File: config.mk
export PLATFORM = sky130hd
export DESIGN_NAME = ysyx_23060187_isu
export DESIGN_NICKNAME = d
export VERILOG_FILES = /design/src/rtl/ysyx_23060187_pkg.sv /design/src/rtl/ysyx_23060187_skidbuf.sv /design/src/rtl/ysyx_23060187_isu.sv
export SDC_FILE = /design/constraint.sdc
export NUM_CORES = 1
export LEC_CHECK = 0
export ABC_AREA = 1
export CAP_MARGIN = 0
export CORE_MARGIN = 2
export CORE_UTILIZATION = 51
export DETAILED_ROUTE_END_ITERATION = 10
export PLACE_DENSITY = 0.83
export REMOVE_ABC_BUFFERS = 1
export SYNTH_ARGS = -nofsm -noshare
export SYNTH_HDL_FRONTEND = slang
export SYNTH_SLANG_ARGS = --single-unit
File: constraint.sdc
create_clock -name clk -period 7.2 [get_ports clk]
set_input_delay 1.44 -clock clk [delete_from_list [all_inputs] [get_ports clk]]
set_output_delay 1.44 -clock clk [all_outputs]
set_load 0.02 [all_outputs]
File: src/rtl/ysyx_23060187_pkg.sv
// Shared ISU definitions: ALU operation codes, field widths, buffer entry layout.
// No logic state; helpers are pure combinational functions.
// Used by the issue unit top and its storage buffer.
package ysyx_23060187_pkg;

  localparam int XLEN      = 32;
  localparam int ALUCTRL_W = 4;
  localparam int RD_W      = 5;
  localparam int SHAMT_W   = 5;

  typedef enum logic [ALUCTRL_W-1:0] {
    ALU_AND = 4'd0,
    ALU_OR  = 4'd1,
    ALU_ADD = 4'd2,
    ALU_SLL = 4'd3,
    ALU_SRL = 4'd4,
    ALU_XOR = 4'd5,
    ALU_SUB = 4'd6
  } aluctrl_e;

  localparam logic [ALUCTRL_W-1:0] ALUCTRL_MAX = 4'd6;

  // One issued instruction as seen by the execute stage.
  typedef struct packed {
    logic [ALUCTRL_W-1:0] aluctrl;
    logic [XLEN-1:0]      op1;
    logic [XLEN-1:0]      op2;
    logic [RD_W-1:0]      rd;
    logic                 wen;
  } entry_t;

  function automatic logic is_illegal(input logic [ALUCTRL_W-1:0] code);
    return code > ALUCTRL_MAX;
  endfunction

  function automatic logic is_shift(input logic [ALUCTRL_W-1:0] code);
    return (code == ALUCTRL_W'(ALU_SLL)) || (code == ALUCTRL_W'(ALU_SRL));
  endfunction

endpackage

File: src/rtl/ysyx_23060187_skidbuf.sv
// Two-entry valid/ready FIFO holding formed ISU entries, with a one-cycle flush.
// Latency: push in cycle N is visible at the head in cycle N+1; outputs are registered.
// Backpressure: in_ready drops when full (no push-through on a same-cycle pop).
module ysyx_23060187_skidbuf
  import ysyx_23060187_pkg::*;
#(
  parameter int DEPTH = 2
) (
  input  logic   clk,
  input  logic   rst,
  input  logic   flush,
  input  logic   in_valid,
  output logic   in_ready,
  input  entry_t in_data,
  output logic   out_valid,
  input  logic   out_ready,
  output entry_t out_data
);

  localparam int PW = $clog2(DEPTH);

  entry_t          mem [DEPTH];
  logic [PW-1:0]   wr_ptr;
  logic [PW-1:0]   rd_ptr;
  logic [PW:0]     count;
  logic            push;
  logic            pop;

  assign in_ready  = count < (PW+1)'(DEPTH);
  assign out_valid = count != '0;
  assign push      = in_valid && in_ready && !flush;
  assign pop       = out_valid && out_ready && !flush;
  assign out_data  = mem[rd_ptr];

  // Storage, pointers and occupancy; flush empties the buffer but keeps the head contents visible.
  always_ff @(posedge clk) begin
    if (rst) begin
      wr_ptr <= '0;
      rd_ptr <= '0;
      count  <= '0;
      for (int i = 0; i < DEPTH; i++) mem[i] <= '0;
    end else if (flush) begin
      wr_ptr <= rd_ptr;
      count  <= '0;
    end else begin
      if (push) begin
        mem[wr_ptr] <= in_data;
        wr_ptr      <= wr_ptr + PW'(1);
      end
      if (pop) rd_ptr <= rd_ptr + PW'(1);
      case ({push, pop})
        2'b10:   count <= count + (PW+1)'(1);
        2'b01:   count <= count - (PW+1)'(1);
        default: count <= count;
      endcase
    end
  end

endmodule

File: src/rtl/ysyx_23060187_isu.sv
// Issue unit: selects ALU operands, masks shift amounts, buffers entries toward execute.
// Latency: one cycle from accepted input to out_valid when empty; 1 instruction/cycle sustained.
// Backpressure: in_ready low while two entries are held; out_ready stalls the head.
module ysyx_23060187_isu
  import ysyx_23060187_pkg::*;
#(
  parameter int DEPTH = 2
) (
  input  logic                 clk,
  input  logic                 rst,
  input  logic                 in_valid,
  output logic                 in_ready,
  input  logic [ALUCTRL_W-1:0] in_aluctrl,
  input  logic [XLEN-1:0]      in_rs1,
  input  logic [XLEN-1:0]      in_rs2,
  input  logic [XLEN-1:0]      in_pc,
  input  logic [XLEN-1:0]      in_imm,
  input  logic                 in_sel1,
  input  logic                 in_sel2,
  input  logic [RD_W-1:0]      in_rd,
  input  logic                 in_wen,
  input  logic                 flush,
  output logic                 out_valid,
  input  logic                 out_ready,
  output logic [ALUCTRL_W-1:0] out_aluctrl,
  output logic [XLEN-1:0]      out_op1,
  output logic [XLEN-1:0]      out_op2,
  output logic [RD_W-1:0]      out_rd,
  output logic                 out_wen,
  output logic                 out_illegal
);

  entry_t new_entry;
  entry_t head;
  logic [XLEN-1:0] op2_raw;

  // Form the entry at push time: operand muxes, shift-amount masking, illegal ops never write back.
  always_comb begin
    op2_raw           = in_sel2 ? in_imm : in_rs2;
    new_entry.aluctrl = in_aluctrl;
    new_entry.op1     = in_sel1 ? in_pc : in_rs1;
    new_entry.op2     = is_shift(in_aluctrl) ? {{(XLEN-SHAMT_W){1'b0}}, op2_raw[SHAMT_W-1:0]} : op2_raw;
    new_entry.rd      = in_rd;
    new_entry.wen     = in_wen && !is_illegal(in_aluctrl);
  end

  ysyx_23060187_skidbuf #(.DEPTH(DEPTH)) u_buf (
    .clk       (clk),
    .rst       (rst),
    .flush     (flush),
    .in_valid  (in_valid),
    .in_ready  (in_ready),
    .in_data   (new_entry),
    .out_valid (out_valid),
    .out_ready (out_ready),
    .out_data  (head)
  );

  assign out_aluctrl = head.aluctrl;
  assign out_op1     = head.op1;
  assign out_op2     = head.op2;
  assign out_rd      = head.rd;
  assign out_wen     = head.wen;
  assign out_illegal = is_illegal(head.aluctrl);

endmodule

# ---- After elaboration in Yosys (flattened, before gate mapping)
# Memories as Yosys holds them, arrays and structs flattened. A register that Yosys moved wholly into a read port is not among the register bits.
# Cells that the tools add are included.
dict set report classes {
  multipliers 0
  div 0
  order_cmp 3
  muxes 17
  add_sub_neg 4
  shifts 0
  bitwise_logic 1
  n_reduce_logical 14
  n_eq_ne 4
}
# op count
set op_table {}
lappend op_table {{2-to-1 mux 32 bit} 3}
lappend op_table {{2-to-1 mux 74 bit} 1}
lappend op_table {{OR reduction 74 bit} 1}
lappend op_table {{2-to-1 mux 1 bit} 12}
lappend op_table {{greater-than comparator 4 x 3 -> 1 bit (second input constant)} 2}
lappend op_table {{nonzero test 2 bit} 3}
lappend op_table {{logical AND 1 bit} 5}
lappend op_table {{== test 4 x 2 -> 1 bit (second input constant)} 1}
lappend op_table {{== test 4 x 3 -> 1 bit (second input constant)} 1}
lappend op_table {{one-hot mux 2 bit (2 select lines)} 1}
lappend op_table {{adder 1 bit (second input constant)} 2}
lappend op_table {{adder 2 x 1 -> 2 bit (second input constant)} 1}
lappend op_table {{== test 2 x 1 -> 1 bit (second input constant)} 1}
lappend op_table {{== test 2 bit (second input constant)} 1}
lappend op_table {{logical NOT 1 bit} 2}
lappend op_table {{< comparator 2 bit (second input constant)} 1}
lappend op_table {{AND reduction 2 bit} 1}
lappend op_table {{OR reduction 2 bit} 1}
lappend op_table {{subtractor 2 x 1 -> 2 bit (second input constant)} 1}
lappend op_table {{logical OR 1 bit} 1}
lappend op_table {{NOT 1 bit} 1}
dict set report word_totals {
  mem_bits_ro 0
  regBits 4
  ram_bits 148
  elab_cells 47
  in_bits 145
  n_memories 1
  latch_bits 0
}
# name words word_bits read_ports rd_clocked_by_memory_dff write_ports line_no
set mem_list {}
lappend mem_list {u_buf.mem 2 74 1 1 2 ysyx_23060187_skidbuf.sv:22} ;# entry_t mem [DEPTH];

# ---- Longest topological paths before layout
dict set report logic_depth {
  word_depth 9
  mapped_depth 9
  ltp_nobuf 9
}

# ---- By module
# A second synthesis with hierarchy kept.
dict set report unflattened {
  hier_cells 760
  area_unflattened_um2 7801.2
}
# mod cells_each area_each_um2 n_inst
set modules_own_cells {}
lappend modules_own_cells {ysyx_23060187_skidbuf 512 6575.1 1}
lappend modules_own_cells {ysyx_23060187_isu 248 1226.2 1}

# ---- Worst setup path after synthesis
# Ideal clock, no wire load.
dict set report synth_timing {
  kind {input to register}
  startpoint {input port in_valid}
  endpoint {memory u_buf.mem[0][0] (netlist bit), enable pin}
  n_path_buf 2
  setup_ns 0.434
  arrival_time_ns 3.615
  required_time_ns 6.766
  stages 6
  setup_slack_ns 3.150
  cell_sequence {inv_1 -> nor2_4 -> nand3b_2 -> buf_6 -> buf_2 -> nand2_1}
}
# item line_no
set synth_rtl {}
lappend synth_rtl {{start: declaration} ysyx_23060187_isu.sv:11} ;# input logic in_valid,
lappend synth_rtl {{end: declaration} ysyx_23060187_skidbuf.sv:22}

==> results <==
- Entering global routing, the biggest net connects slightly below 80 pins.
- For this configuration, the core starts out at a cell density of 52.38%.
- On the critical path, the stage with the largest delay is an instance of dfxtp_4.
- The count of boundary I/O pins is between 200 and 250.
- No sink is reached through more buffers than the 2 on the longest clock path.
- The first routing iteration left roughly 440 violations.
- The setup total negative slack is 0 ns.
- The share of synthesized area in the top cell type comes to roughly three fifths.
- The cell seen most often among critical-path stages is nand2_1.
- The post-route antenna net violation count is 0.
- Yosys mapped the design onto 20 distinct sky130hd cell types.
- The aggregate routed wire length is ~16000 um.
- CTS placed an instance of clkbuf_16 at the clock tree root.
- The most repeated cell in the gate-level netlist after synthesis is nor2_1.
- For the pin with the worst max-slew slack, the measured transition is 1.056 ns.
- The achievable clock frequency is 245.6 MHz.
- The repair_antennas step left the layout with diodes totalling 0.
- The register bit total from synthesis is about 150.
- The flop-to-flop setup slack is 4.35 ns.
- Counting instances in the post-synthesis netlist gives the leading cell types as 157 x nor2_1, 148 x edfxtp_1, 70 x mux2_2.
- Dividing total power by cell area gives a power density of about 220 nW/um^2.
- The number of inserted filler cells in the final layout is between 900 and 1k.
- The cell type group with the largest total delay on the critical path is flip-flops.
- The core footprint is 13880 sq um.
- STA classifies the critical path endpoint as an output port.
- The initial antenna violation count came to 0.
- The sequential cell area fraction in the yosys report is about 63%.
- The count of buffering cells on the critical path with inverters included is 1.
- The async set-reset flop share out of synthesis is 0%.
- Headroom to the max-slew limit came out at around 30%.
- The clock drives 153 sinks.
- The number of hold-slack violations in the final timing report is 0.
- After detailed placement, the total cell area comes to between 9000 and 10000 sq um.
- Using the TritonRoute via totals, the vias-per-cell ratio works out to roughly 5.2.
- The routed design could run at a clock period as short as 4.072 ns.
- Once detailed placement completed, the half-perimeter wirelength came to ~10000 um.
- In this run the core area contains 43 standard-cell rows.
- The number of global-route vias before repair came to around 5.3k.
- The largest voltage drop on the vdd net is 0.0001358 V.
- The remaining global-route overflow is 0.
- The H-tree level count is 4.
- The max-slew violation count is 0.
- The TritonCTS clock tree is built.
- The number of I/O port buffers is approximately 220.
- In this run the horizontal extent of the chip is roughly 120 um.
- Averaged over all synthesized cells, the footprint is between 10 and 15 sq um.
- The post-route netlist has about an eighth of its cells at a drive strength greater than 1.
- The layout-stage area growth over the synthesis result is 38.75%.
- The overall fraction of global-route tracks in use is 21.03%.
- The most used flip-flop cell after synthesis is edfxtp_1.
- The number of maximum-capacitance violations is 0.
- The via count is between 5k and 6k.
- At the worst endpoint, the required time is approximately 5.8 ns.
- Yosys attributes the largest share of cell area to edfxtp_1 61%, mux2_2 11%, nor2_1 8.1%, mux2i_1 5.1%, inv_1 2.5%.
- The cell area after synthesis is slightly above 7000 sq um.
- The first global-routing pass estimated 24600 um of wire.
- The clock arrives with roughly 0.0089 ns of skew.
- The floorplan step defined a die boundary enclosing roughly 15000 sq um.
- The insertion delay of the later-clocked pin in the worst-skew pair is 0.41 ns.
- The synthesized design contains 148 enable-type register cells.
- The layout net count is slightly below 1k.
- In this run, post-CTS hold repair placed 0 buffers.
- At the end of routability-driven placement, the weighted congestion stood at ~0.75.
- The signal on the critical path passes through nand2_1, o21ai_0, nand3_1, nand2_1, clkdlybuf4s50_1.
- The total leakage power is ~4 nW.
- The post-route fraction of the period consumed by the critical path is a little under three fifths.
- The count of instances resized after the clock tree is built is 0.
- After clock tree synthesis, the clock-pin slew on the worst setup and hold paths is about 0.060 ns.
- The worst setup path is launched from a flop.
- The first detailed-routing pass ran for 5 iterations.
- The finished cells cover around 10000 sq um.
- The number of clock buffers added by TritonCTS is 17.
- The critical path data arrival time is between 2 and 3 ns.
- The number of instances in the synthesized netlist is 624.
- In the final routed layout, each cell accounts on average for around 16 um.
- The total number of yosys warnings is 0.
- The total setup violations reported at the end of the flow is 0.
- Along the worst path, the maximum fanout reaches 78.
- The run finished with clean final reports.
- The cell type with the highest aggregate area in the netlist is edfxtp_1.
- The largest single stage delay on the critical path is 1.00 ns.
- The remaining design rule violation count is 0.
- The critical path in this run is classified as reg2out.
- Setup repair after global routing left no endpoint under its margin.
- From bottom edge to top edge, the die measures 123.4 um.
- In this run the worst hold path is classified as reg2reg.
- The post-CTS setup buffer count is 0.
-- through the flow --
step	worst slack [ns]	hold slack (ns)	total power, mW	cells	util, %
3_3_place_gp	2.859	0.5167	1.361	987	68.60
4_1_cts	3.156	0.5633	2.212	1019	72.68
3_5_place_dp	2.755	0.5528	1.372	987	68.60
2_1_floorplan	2.434	0.4909	1.193	585	-
6_report	3.128	0.5650	2.201	1019	72.68
5_1_grt	2.970	0.5741	2.269	1019	72.68
-- final cells by class --
class / instances / area (sq um) / area share, %
clock inverter: 10 / 122.6 / 1.215
inverter: 48 / 180.2 / 1.786
multi-input combinational: 384 / 2359 / 23.38
sequential: 153 / 4548 / 45.08
timing repair buffer: 222 / 2210 / 21.90
tap: 180 / 225.2 / 2.232
clock buffer: 22 / 444.2 / 4.403
-- kinds of logic after synthesis --
kind of cell	Yosys count	synth area share, %
simple gates	241	13.59
flops	153	62.50
mux	107	15.94
buf+inv	87	5.386
compound gates	35	2.409
fa+ha+maj	1	0.1721
-- worst reg2reg max path: cells and delay by family, from the launching register on --
family	cells	cell delay (ns)
AND/OR/NAND/NOR	3	2.06
flip-flops	1	0.36
-- routing by layer --
layer | GRT usage [%] | share of wire (%)
met3 | 4.613 | 8.3
met1 | 25.67 | 39
met4 | 7.955 | 1.9
met5 | 0 | 0
met2 | 36.47 | 51
-- flip-flops by register name, summed over array words and instances (netlist names), named ones only --
name and cells:
u_buf.mem 148, u_buf.count 2, u_buf.rd_ptr 1, u_buf.wr_ptr 1
-- where the power goes --
| group | internal [mW] | switching [mW] | leakage [nW] | total [mW] |
|---|---|---|---|---|
| Sequential | 1.02 | 0.0145 | 1.58 | 1.04 |
| Combinational | 0.165 | 0.149 | 2.13 | 0.314 |
| Clock | 0.512 | 0.336 | 0.265 | 0.848 |
| Total | 1.70 | 0.500 | 3.97 | 2.20 |
-- layout by cell type (no fill, tap or decap) --
| cell type | count |
|---|---|
| clkinvlp_4 | 3 |
| clkinv_4 | 3 |
| ha_1 | 1 |
| nand2_4 | 2 |
| clkinv_2 | 1 |
| clkbuf_1 | 5 |
| clkbuf_16 | 17 |
| nand3b_4 | 1 |
| o21ai_1 | 1 |
| o21ai_0 | 32 |
| bufinv_16 | 2 |
| mux2_2 | 70 |
| buf_2 | 2 |
| nor2_1 | 157 |
| nor2_4 | 2 |
| inv_6 | 1 |
| clkdlybuf4s50_1 | 219 |
| mux2i_1 | 37 |
| dfxtp_1 | 4 |
| edfxtp_1 | 148 |
| buf_4 | 1 |
| nand3_2 | 3 |
| a21oi_1 | 2 |
| inv_1 | 48 |
| nand4_1 | 2 |
| nand2_1 | 44 |
| dfxtp_4 | 1 |
| nand3_1 | 30 |
-- worst paths after layout --
path	start	end	cells after the start
min reg2reg	u_buf.count[1]	u_buf.count[1]	2
max	flop	out_illegal	5
min	u_buf.count[1]	u_buf.count[1]	2
max reg2reg	u_buf.count[1]	u_buf.mem[0][49]	3
No activity file was read; power rests on OpenSTA's default activity.
